===== config.mk =====
export PLATFORM = sky130hd
export DESIGN_NAME = rename_free_list_ctrl_flat
export DESIGN_NICKNAME = d
export VERILOG_FILES = /design/src/rtl/rename_free_list_ctrl_if.sv /design/src/rtl/rename_free_list_ctrl.sv /design/src/flat_wrapper.sv
export SDC_FILE = /design/constraint.sdc
export NUM_CORES = 1
export LEC_CHECK = 0
export ABC_AREA = 1
export BUFFER_PORTS_ARGS = -buffer_cell sky130_fd_sc_hd__buf_2
export CAP_MARGIN = 20
export CORE_UTILIZATION = 35
export DETAILED_ROUTE_END_ITERATION = 12
export MAX_ROUTING_LAYER = met4
export SLEW_MARGIN = 5
export SYNTH_ARGS = -nofsm -noshare
export SYNTH_HDL_FRONTEND = slang
export SYNTH_SLANG_ARGS = --single-unit

===== constraint.sdc =====
create_clock -name clk -period 8 [get_ports clk]
set_input_delay 1.6 -clock clk [delete_from_list [all_inputs] [get_ports clk]]
set_output_delay 1.6 -clock clk [all_outputs]
set_load 0.03 [all_outputs]

===== src/rtl/rename_free_list_ctrl_if.sv =====
// Rename-stage handshake with the free list:
// tag allocation, commit release and branch checkpoint control.
interface rename_free_list_ctrl_if #(
    parameter int TAG_W = 6
);
    logic             alloc_req;
    logic             alloc_ready;
    logic [TAG_W-1:0] alloc_tag;
    logic             release_valid;
    logic [TAG_W-1:0] release_tag;
    logic             ckpt_save;
    logic             ckpt_restore;

    modport master (
        output alloc_req,
        output release_valid,
        output release_tag,
        output ckpt_save,
        output ckpt_restore,
        input  alloc_ready,
        input  alloc_tag
    );

    modport slave (
        input  alloc_req,
        input  release_valid,
        input  release_tag,
        input  ckpt_save,
        input  ckpt_restore,
        output alloc_ready,
        output alloc_tag
    );
endinterface


===== src/rtl/rename_free_list_ctrl.sv =====
// Free physical tag FIFO for rename: self-fills after reset,
// allocates at head, recycles commits at tail, one head checkpoint.
module rename_free_list_ctrl #(
    parameter int NUM_PHYS = 64,
    parameter int NUM_ARCH = 32,
    parameter int TAG_W    = 6,
    localparam int DEPTH   = NUM_PHYS - NUM_ARCH,
    localparam int PTR_W   = $clog2(DEPTH) + 1
) (
    input  logic                   clk,
    input  logic                   rst_n,
    rename_free_list_ctrl_if.slave fl,
    output logic [PTR_W-1:0]       free_count,
    output logic                   init_busy,
    output logic                   overflow_err
);
    localparam int IDX_W = PTR_W - 1;
    localparam logic [PTR_W-1:0] ONE  = PTR_W'(1);
    localparam logic [PTR_W-1:0] FULL = PTR_W'(DEPTH);
    localparam logic [PTR_W-1:0] LAST = PTR_W'(DEPTH - 1);

    typedef enum logic {INIT, RUN} state_t;

    state_t           state, state_nxt;
    logic [PTR_W-1:0] head, head_nxt;
    logic [PTR_W-1:0] tail, tail_nxt;
    logic [PTR_W-1:0] init_cnt, init_cnt_nxt;
    logic [PTR_W-1:0] ckpt_head, ckpt_nxt;
    logic             err_nxt;

    logic [TAG_W-1:0] mem [DEPTH];
    logic             wr_en;
    logic [IDX_W-1:0] wr_idx;
    logic [TAG_W-1:0] wr_data;

    logic [PTR_W-1:0] count;
    logic [PTR_W-1:0] head_adv;
    logic             running;
    logic             ready;
    logic             fire;
    logic             rel_live;
    logic             full;

    assign count    = tail - head;
    assign full     = (count == FULL);
    assign running  = rst_n && (state == RUN);
    // A restore cycle never issues a tag: the head is about to move back.
    assign ready    = running && (count != '0) && !fl.ckpt_restore;
    assign fire     = fl.alloc_req && ready;
    assign head_adv = fire ? head + ONE : head;
    assign rel_live = fl.release_valid && (fl.release_tag != '0);

    assign fl.alloc_ready = ready;
    assign fl.alloc_tag   = running ? mem[head[IDX_W-1:0]] : '0;
    assign free_count     = rst_n ? count : '0;
    assign init_busy      = !rst_n || (state == INIT);

    always_comb begin
        state_nxt    = state;
        head_nxt     = head;
        tail_nxt     = tail;
        init_cnt_nxt = init_cnt;
        ckpt_nxt     = ckpt_head;
        err_nxt      = overflow_err;
        wr_en        = 1'b0;
        wr_idx       = tail[IDX_W-1:0];
        wr_data      = fl.release_tag;
        unique case (state)
            INIT: begin
                wr_en        = 1'b1;
                wr_data      = TAG_W'(NUM_ARCH) + TAG_W'(init_cnt);
                tail_nxt     = tail + ONE;
                init_cnt_nxt = init_cnt + ONE;
                if (fl.release_valid)
                    err_nxt = 1'b1;
                if (init_cnt == LAST)
                    state_nxt = RUN;
            end
            RUN: begin
                head_nxt = fl.ckpt_restore ? ckpt_head : head_adv;
                // Snapshot includes this cycle's allocation.
                if (fl.ckpt_save && !fl.ckpt_restore)
                    ckpt_nxt = head_adv;
                if (rel_live && full)
                    err_nxt = 1'b1;
                if (rel_live && !full) begin
                    wr_en    = 1'b1;
                    tail_nxt = tail + ONE;
                end
            end
            default: ;
        endcase
    end

    always_ff @(posedge clk) begin
        if (!rst_n) begin
            state        <= INIT;
            head         <= '0;
            tail         <= '0;
            init_cnt     <= '0;
            ckpt_head    <= '0;
            overflow_err <= 1'b0;
        end else begin
            state        <= state_nxt;
            head         <= head_nxt;
            tail         <= tail_nxt;
            init_cnt     <= init_cnt_nxt;
            ckpt_head    <= ckpt_nxt;
            overflow_err <= err_nxt;
        end
    end

    always_ff @(posedge clk) begin
        if (rst_n && wr_en)
            mem[wr_idx] <= wr_data;
    end
endmodule


===== src/flat_wrapper.sv =====
// flat-port wrapper written by rule: the top's interface ports become plain ports
module rename_free_list_ctrl_flat 
#(
    parameter int NUM_PHYS = 64,
    parameter int NUM_ARCH = 32,
    parameter int TAG_W    = 6,
    localparam int DEPTH   = NUM_PHYS - NUM_ARCH,
    localparam int PTR_W   = $clog2(DEPTH) + 1
)
  (clk, rst_n, free_count, init_busy, overflow_err, fl_alloc_req, fl_release_valid, fl_release_tag, fl_ckpt_save, fl_ckpt_restore, fl_alloc_ready, fl_alloc_tag);
  rename_free_list_ctrl_if #(.TAG_W(TAG_W)) fl_i ();
  input  logic clk;
  input  logic rst_n;
  output logic [PTR_W-1:0] free_count;
  output logic init_busy;
  output logic overflow_err;
  input wire logic [$bits(fl_i.alloc_req)-1:0] fl_alloc_req;
  input wire logic [$bits(fl_i.release_valid)-1:0] fl_release_valid;
  input wire logic [$bits(fl_i.release_tag)-1:0] fl_release_tag;
  input wire logic [$bits(fl_i.ckpt_save)-1:0] fl_ckpt_save;
  input wire logic [$bits(fl_i.ckpt_restore)-1:0] fl_ckpt_restore;
  output wire logic [$bits(fl_i.alloc_ready)-1:0] fl_alloc_ready;
  output wire logic [$bits(fl_i.alloc_tag)-1:0] fl_alloc_tag;
  assign fl_i.alloc_req = fl_alloc_req;
  assign fl_i.release_valid = fl_release_valid;
  assign fl_i.release_tag = fl_release_tag;
  assign fl_i.ckpt_save = fl_ckpt_save;
  assign fl_i.ckpt_restore = fl_ckpt_restore;
  assign fl_alloc_ready = fl_i.alloc_ready;
  assign fl_alloc_tag = fl_i.alloc_tag;
  rename_free_list_ctrl #(.NUM_PHYS(NUM_PHYS), .NUM_ARCH(NUM_ARCH), .TAG_W(TAG_W)) u_core (.clk(clk), .rst_n(rst_n), .fl(fl_i), .free_count(free_count), .init_busy(init_busy), .overflow_err(overflow_err));
endmodule

; ---- After elaboration in Yosys (flattened, before gate mapping)
; Memories as Yosys holds them, arrays and structs flattened. A register that Yosys moved wholly into a read port is not among the register bits.
; Index checks and enable logic that the tools add are counted.
[classes]
eq_ne = 5
add_sub_neg = 5
n_bitwise = 1
muxes = 18
n_reduce_logical = 17
[ops]
columns = operator, n
row1 = 6-bit two-way mux, 6
row2 = 6-bit by 1-bit adder with 6-bit output (second input constant), 3
row3 = 6-bit one-hot mux with 2 select lines, 1
row4 = 6-bit nonzero test, 2
row5 = 5-bit two-way mux, 2
row6 = 1-bit logical AND, 9
row7 = 1-bit two-way mux, 7
row8 = 6-bit adder (first input constant), 1
row9 = 6-bit by 5-bit equality test with 1-bit output (second input constant), 1
row10 = 6-bit equality test (second input constant), 1
row11 = 2-bit != test (second input constant), 3
row12 = 6-bit subtractor, 1
row13 = 1-bit one-hot mux with 2 select lines, 2
row14 = 2-bit AND reduction, 2
row15 = 1-bit zero test, 3
row16 = 1-bit logical OR, 1
row17 = 1-bit inverter, 1
[word_totals]
ramBits = 192
regBits = 26
word_cells = 53
output_inout_bits = 15
memories = 1
[memory_table]
columns = memory, depth, width, read_ports, rd_ports_with_merged_regs, wr, line_no
row1 = u_core.mem, 32, 6, 1, 1, 1, rename_free_list_ctrl.sv:31  ; logic [TAG_W-1:0] mem [DEPTH];

; ---- Logic depth before layout (Yosys ltp)
[depth]
ltp_word = 9
depth_mapped = 17
ltp_nobuf = 16

; ---- Worst setup path before layout
; Ideal clock, no wire load.
[synth_path]
path_kind = input to output
startpoint = input rst_n
endpoint = output fl_alloc_tag[1]
cell_stages = 5
setup_slack_ns = 3.638
arrival_ns = 2.762
path_buffers = 1
cell_sequence = buf_2 > nand2_1 > inv_1 > nand2_1 > a21oi_1
[synth_between]
elab_chain_cells = 2
[synth_rtl]
columns = element, line_no
row1 = "start, declared", flat_wrapper.sv:13  ; input logic rst_n;
row2 = 1-bit logical AND, rename_free_list_ctrl.sv:46  ; assign running = rst_n && (state == RUN);
row3 = 6-bit two-way mux, rename_free_list_ctrl.sv:54  ; assign fl.alloc_tag = running ? mem[head[IDX_W-1:0]] : '0;
row4 = "end, declared", flat_wrapper.sv:23  ; output wire logic [$bits(fl_i.alloc_tag)-1:0] fl_alloc_tag;
; Every way passes these cells.

==> results_dict.tcl <==
set metrics [dict create \
    run_status "finished, final reports clean" \
    cpLargestDelayFamily "buffers and inverters" \
    fp-row-count 60 \
    antenna_cells 0 \
    antenna_found_initial 0 \
    r2r_slack_ps 4580 \
    regArea_um2 6387 \
    routedWlPerCell_um 18.82 \
    synth-seq-area-share 0.6673 \
    dr_total_vias 6579 \
    setup_viol 0 \
    critPathKind "reg2out" \
    power_frac_comb 0.037 \
    die_y_um 167.4 \
    start_kind "flip-flop" \
    postCtsSetupBuffers 0 \
    die_x_um 167.4 \
    power_leakage_nw 3.577 \
    max_freq_mhz 198.8 \
    tns_ps 0 \
    drv_cap 0 \
    multi_input_area_um2 2749 \
    crit_fanout 58 \
    grtUsageTotal 0.1679 \
    die-area_um2 28010 \
    timing.critical_path.buf_inv 4 \
    port_buffers 26 \
    path_common_cell "nor2_1" \
    first_global_vias 6173 \
    irDropWorstVdd_uv 120.9 \
    final_layout_size_suffix_gt1_frac 0.09864 \
    via_per_inst 5.379 \
    worst_setup_path_end_kind "output port" \
    remaining_drc_errors 0 \
    first_pass_iters 6 \
    area_growth_pct 11.35 \
    netlist_area_um2 9570 \
    path_cells "buf_4 -> clkinv_2 -> buf_4 -> o21ai_0 -> o22ai_1 -> nor2_1 -> nor2_1 -> o21ai_0 -> nand3_1 -> nand2_1 -> nor2_1 -> buf_2" \
    p_switching_w 0.0005030 \
    critPathSlowestCell "clkinv_2" \
    synth.area.mux_share 0 \
    core-area_um2 26880 \
    tightest_slew_ps 1058 \
    hold_viol_final 0 \
    synth.distinct_cells 36 \
    power_density_nw_per_um2 220.4 \
    cts_root_buffer "clkbuf_16" \
    cts_inserted_buffers 23 \
    fin_nets 892 \
    synth-simple-area-share 0.1390 \
    synthCells 859 \
    grt-ovfl-total 0 \
    grt_setup_unrepaired "no" \
    p_clk_frac 0.421 \
    synth_fa_ha_area_frac 0.01647 \
    cts.clk_slew.worst_paths_ps 60 \
    slowest_delay_ps 560 \
    cp_data_arrival_time_ps 3430 \
    place_hpwl_um 13760 \
    fin_crit_sh 0.6288 \
    htreeDepth 1 \
    hold_buffers 0 \
    whs_ps 491.0 \
    grt_pass1_wl_um 35580 \
    postRouteAntennaNets 0 \
    hp-class "reg2reg" \
    synth_xor_area_frac 0.002745 \
    insertion_delay_ps 500 \
    cts.sinks 223 \
    io_pins 27 \
    seqPwrFrac 0.542 \
    slew_headroom 0.2890 \
    cts_tree "done" \
    synth_compound_area_frac 0.1264 \
    drt_iter0_markers 724 \
    p_int_w 0.001845 \
    initial_core_util 0.3561 \
    synth_fp_nets 883 \
    ys_ff_latch 223 \
    p_sw_frac 0.2142 \
    gp_congestion 0.8284 \
    fillers 2567 \
    route.final.wire_length_um 23020 \
    period_minus_slack_ps 5030 \
    yosysWarnings 0 \
    cts_repair_resize_count 0 \
    finalMaxSlewViolations 0 \
    cts_buffer_depth 3 \
    syn_avg_cell_area_um2 11.14 \
    grt_max_degree 59 \
    required_ps 6400 \
    synth_top_family_by_area "simple AND/OR/NAND/NOR gates" \
    finClkSkew_ps 12.57 \
]
## sequential cells by signal (all words and copies together), names as in the netlist, named ones only
signal / cells
u_core.ckpt_head: 6
u_core.head: 6
u_core.init_cnt: 6
u_core.mem: 192
u_core.overflow_err: 1
u_core.state: 1
u_core.tail: 6
## per-stage QoR
| stage | power [W] | util | instances | cell area, um^2 | worst slack [ps] |
|---|---|---|---|---|---|
| 2_1_floorplan | 0.001356 | - | 859 | 9570 | 3638 |
| 6_report | 0.002348 | 0.3965 | 1223 | 10660 | 2970 |
| 3_5_place_dp | 0.001385 | 0.3712 | 1184 | 9976 | 3335 |
| 5_1_grt | 0.002413 | 0.3965 | 1223 | 10660 | 2701 |
| 3_3_place_gp | 0.001382 | 0.3706 | 1183 | 9961 | 3357 |
| 4_1_cts | 0.002361 | 0.3965 | 1223 | 10660 | 2975 |
## final timing paths
path / from / end / depth (start not counted)
setup / recovery: flip-flop / fl_alloc_tag[0] / 12
hold / removal: u_core.init_cnt[5] / u_core.init_cnt[5] / 1
hold reg to reg: u_core.init_cnt[5] / u_core.init_cnt[5] / 1
setup reg to reg: u_core.tail[0] / u_core.mem[23][0] / 14
## kinds of logic (layout without fill, tap and decap cells)
| family | count (synthesis) | count (layout) |
|---|---|---|
| simple gates | 310 | 310 |
| fa+ha+maj | 12 | 12 |
| compound gates | 207 | 207 |
| buf+inv | 104 | 127 |
| xor+xnor | 3 | 3 |
| flops | 223 | 223 |
## cells in the mapped netlist
master | count | area share
buf_6 | 2 | 0.0024
o211ai_1 | 6 | 0.0047
buf_2 | 15 | 0.0078
o31ai_1 | 1 | 0.00078
fa_1 | 1 | 0.0021
nand3b_1 | 1 | 0.00078
clkinv_1 | 6 | 0.0024
nor2_1 | 144 | 0.056
nand2_4 | 1 | 0.0012
xor2_1 | 1 | 0.00092
nand3_1 | 51 | 0.027
o21ai_1 | 4 | 0.0021
dfxtp_1 | 31 | 0.065
o21ai_0 | 113 | 0.059
clkbuf_1 | 30 | 0.012
edfxtp_1 | 192 | 0.60
inv_1 | 42 | 0.016
buf_8 | 3 | 0.0047
nand4_1 | 8 | 0.0052
nor2_2 | 1 | 0.00065
o22ai_1 | 16 | 0.010
a21oi_1 | 28 | 0.015
nand2_2 | 2 | 0.0013
a31oi_1 | 4 | 0.0026
inv_2 | 3 | 0.0012
nand2_1 | 63 | 0.025
ha_1 | 11 | 0.014
clkbuf_2 | 2 | 0.0010
buf_1 | 1 | 0.00039
o41ai_1 | 1 | 0.00092
a21oi_2 | 1 | 0.00092
a31o_2 | 1 | 0.00092
nor3_1 | 36 | 0.019
xnor2_1 | 2 | 0.0018
o221ai_1 | 32 | 0.029
nor3_2 | 3 | 0.0031
## cells in the final DEF (no fill, tap or decap), drive strengths merged
cell type / synthesis / final
edfxtp: 192 / 192
nor2: 145 / 145
o21ai: 117 / 117
nand2: 66 / 66
nand3: 51 / 51
inv: 45 / 44
nor3: 39 / 39
buf: 21 / 37
o221ai: 32 / 32
dfxtp: 31 / 31
a21oi: 29 / 29
clkbuf: 32 / 25
clkinv: 6 / 18
o22ai: 16 / 16
ha: 11 / 11
nand4: 8 / 8
o211ai: 6 / 6
a31oi: 4 / 4
xnor2: 2 / 2
clkinvlp: 0 / 2
nand3b: 1 / 1
a31o: 1 / 1
o31ai: 1 / 1
xor2: 1 / 1
o41ai: 1 / 1
fa: 1 / 1
bufinv: 0 / 1
## worst reg2reg max path, stage by stage (launching register included)
cell and delay (ps):
dfxtp_1 350, inv_1 170, ha_1 170, inv_1 70
fa_1 530, inv_1 50, nand2_1 50, nor2_1 40
nand3_1 80, nor2_2 60, nand2_1 70, a21oi_2 140
inv_2 140, nand2_4 220, nor3_1 890
## layer usage
layer  vias to the layer above  track usage  share of wire
li1                       3127            -              -
met1                      3190       0.2315           0.45
met2                       241       0.2611           0.46
met3                        21      0.03309          0.076
met4                         0      0.02593          0.011
met5                         -            -              0
## power by group through the flow
| stage | sequential [W] | combinational [W] | clock (W) |
|---|---|---|---|
| final | 0.00127 | 0.0000859 | 0.000989 |
| after global routing | 0.00127 | 0.0000943 | 0.00104 |
| after CTS | 0.00127 | 0.0000859 | 0.00100 |
| after detailed placement | 0.00130 | 0.0000857 | 0 |
| after global placement | 0.00130 | 0.0000831 | 0 |
| after floorplan | 0.00130 | 0.0000576 | 0 |
## final cells by class
type,count,area share
flip-flops and latches,223,0.5994
multi-input cells,532,0.2580
clock buffers,25,0.05471
well taps,341,0.04004
repair buffers,37,0.02066
inverters,51,0.01808
clock inverters,14,0.009158
Note: power is estimated with default switching activity, not from simulation.
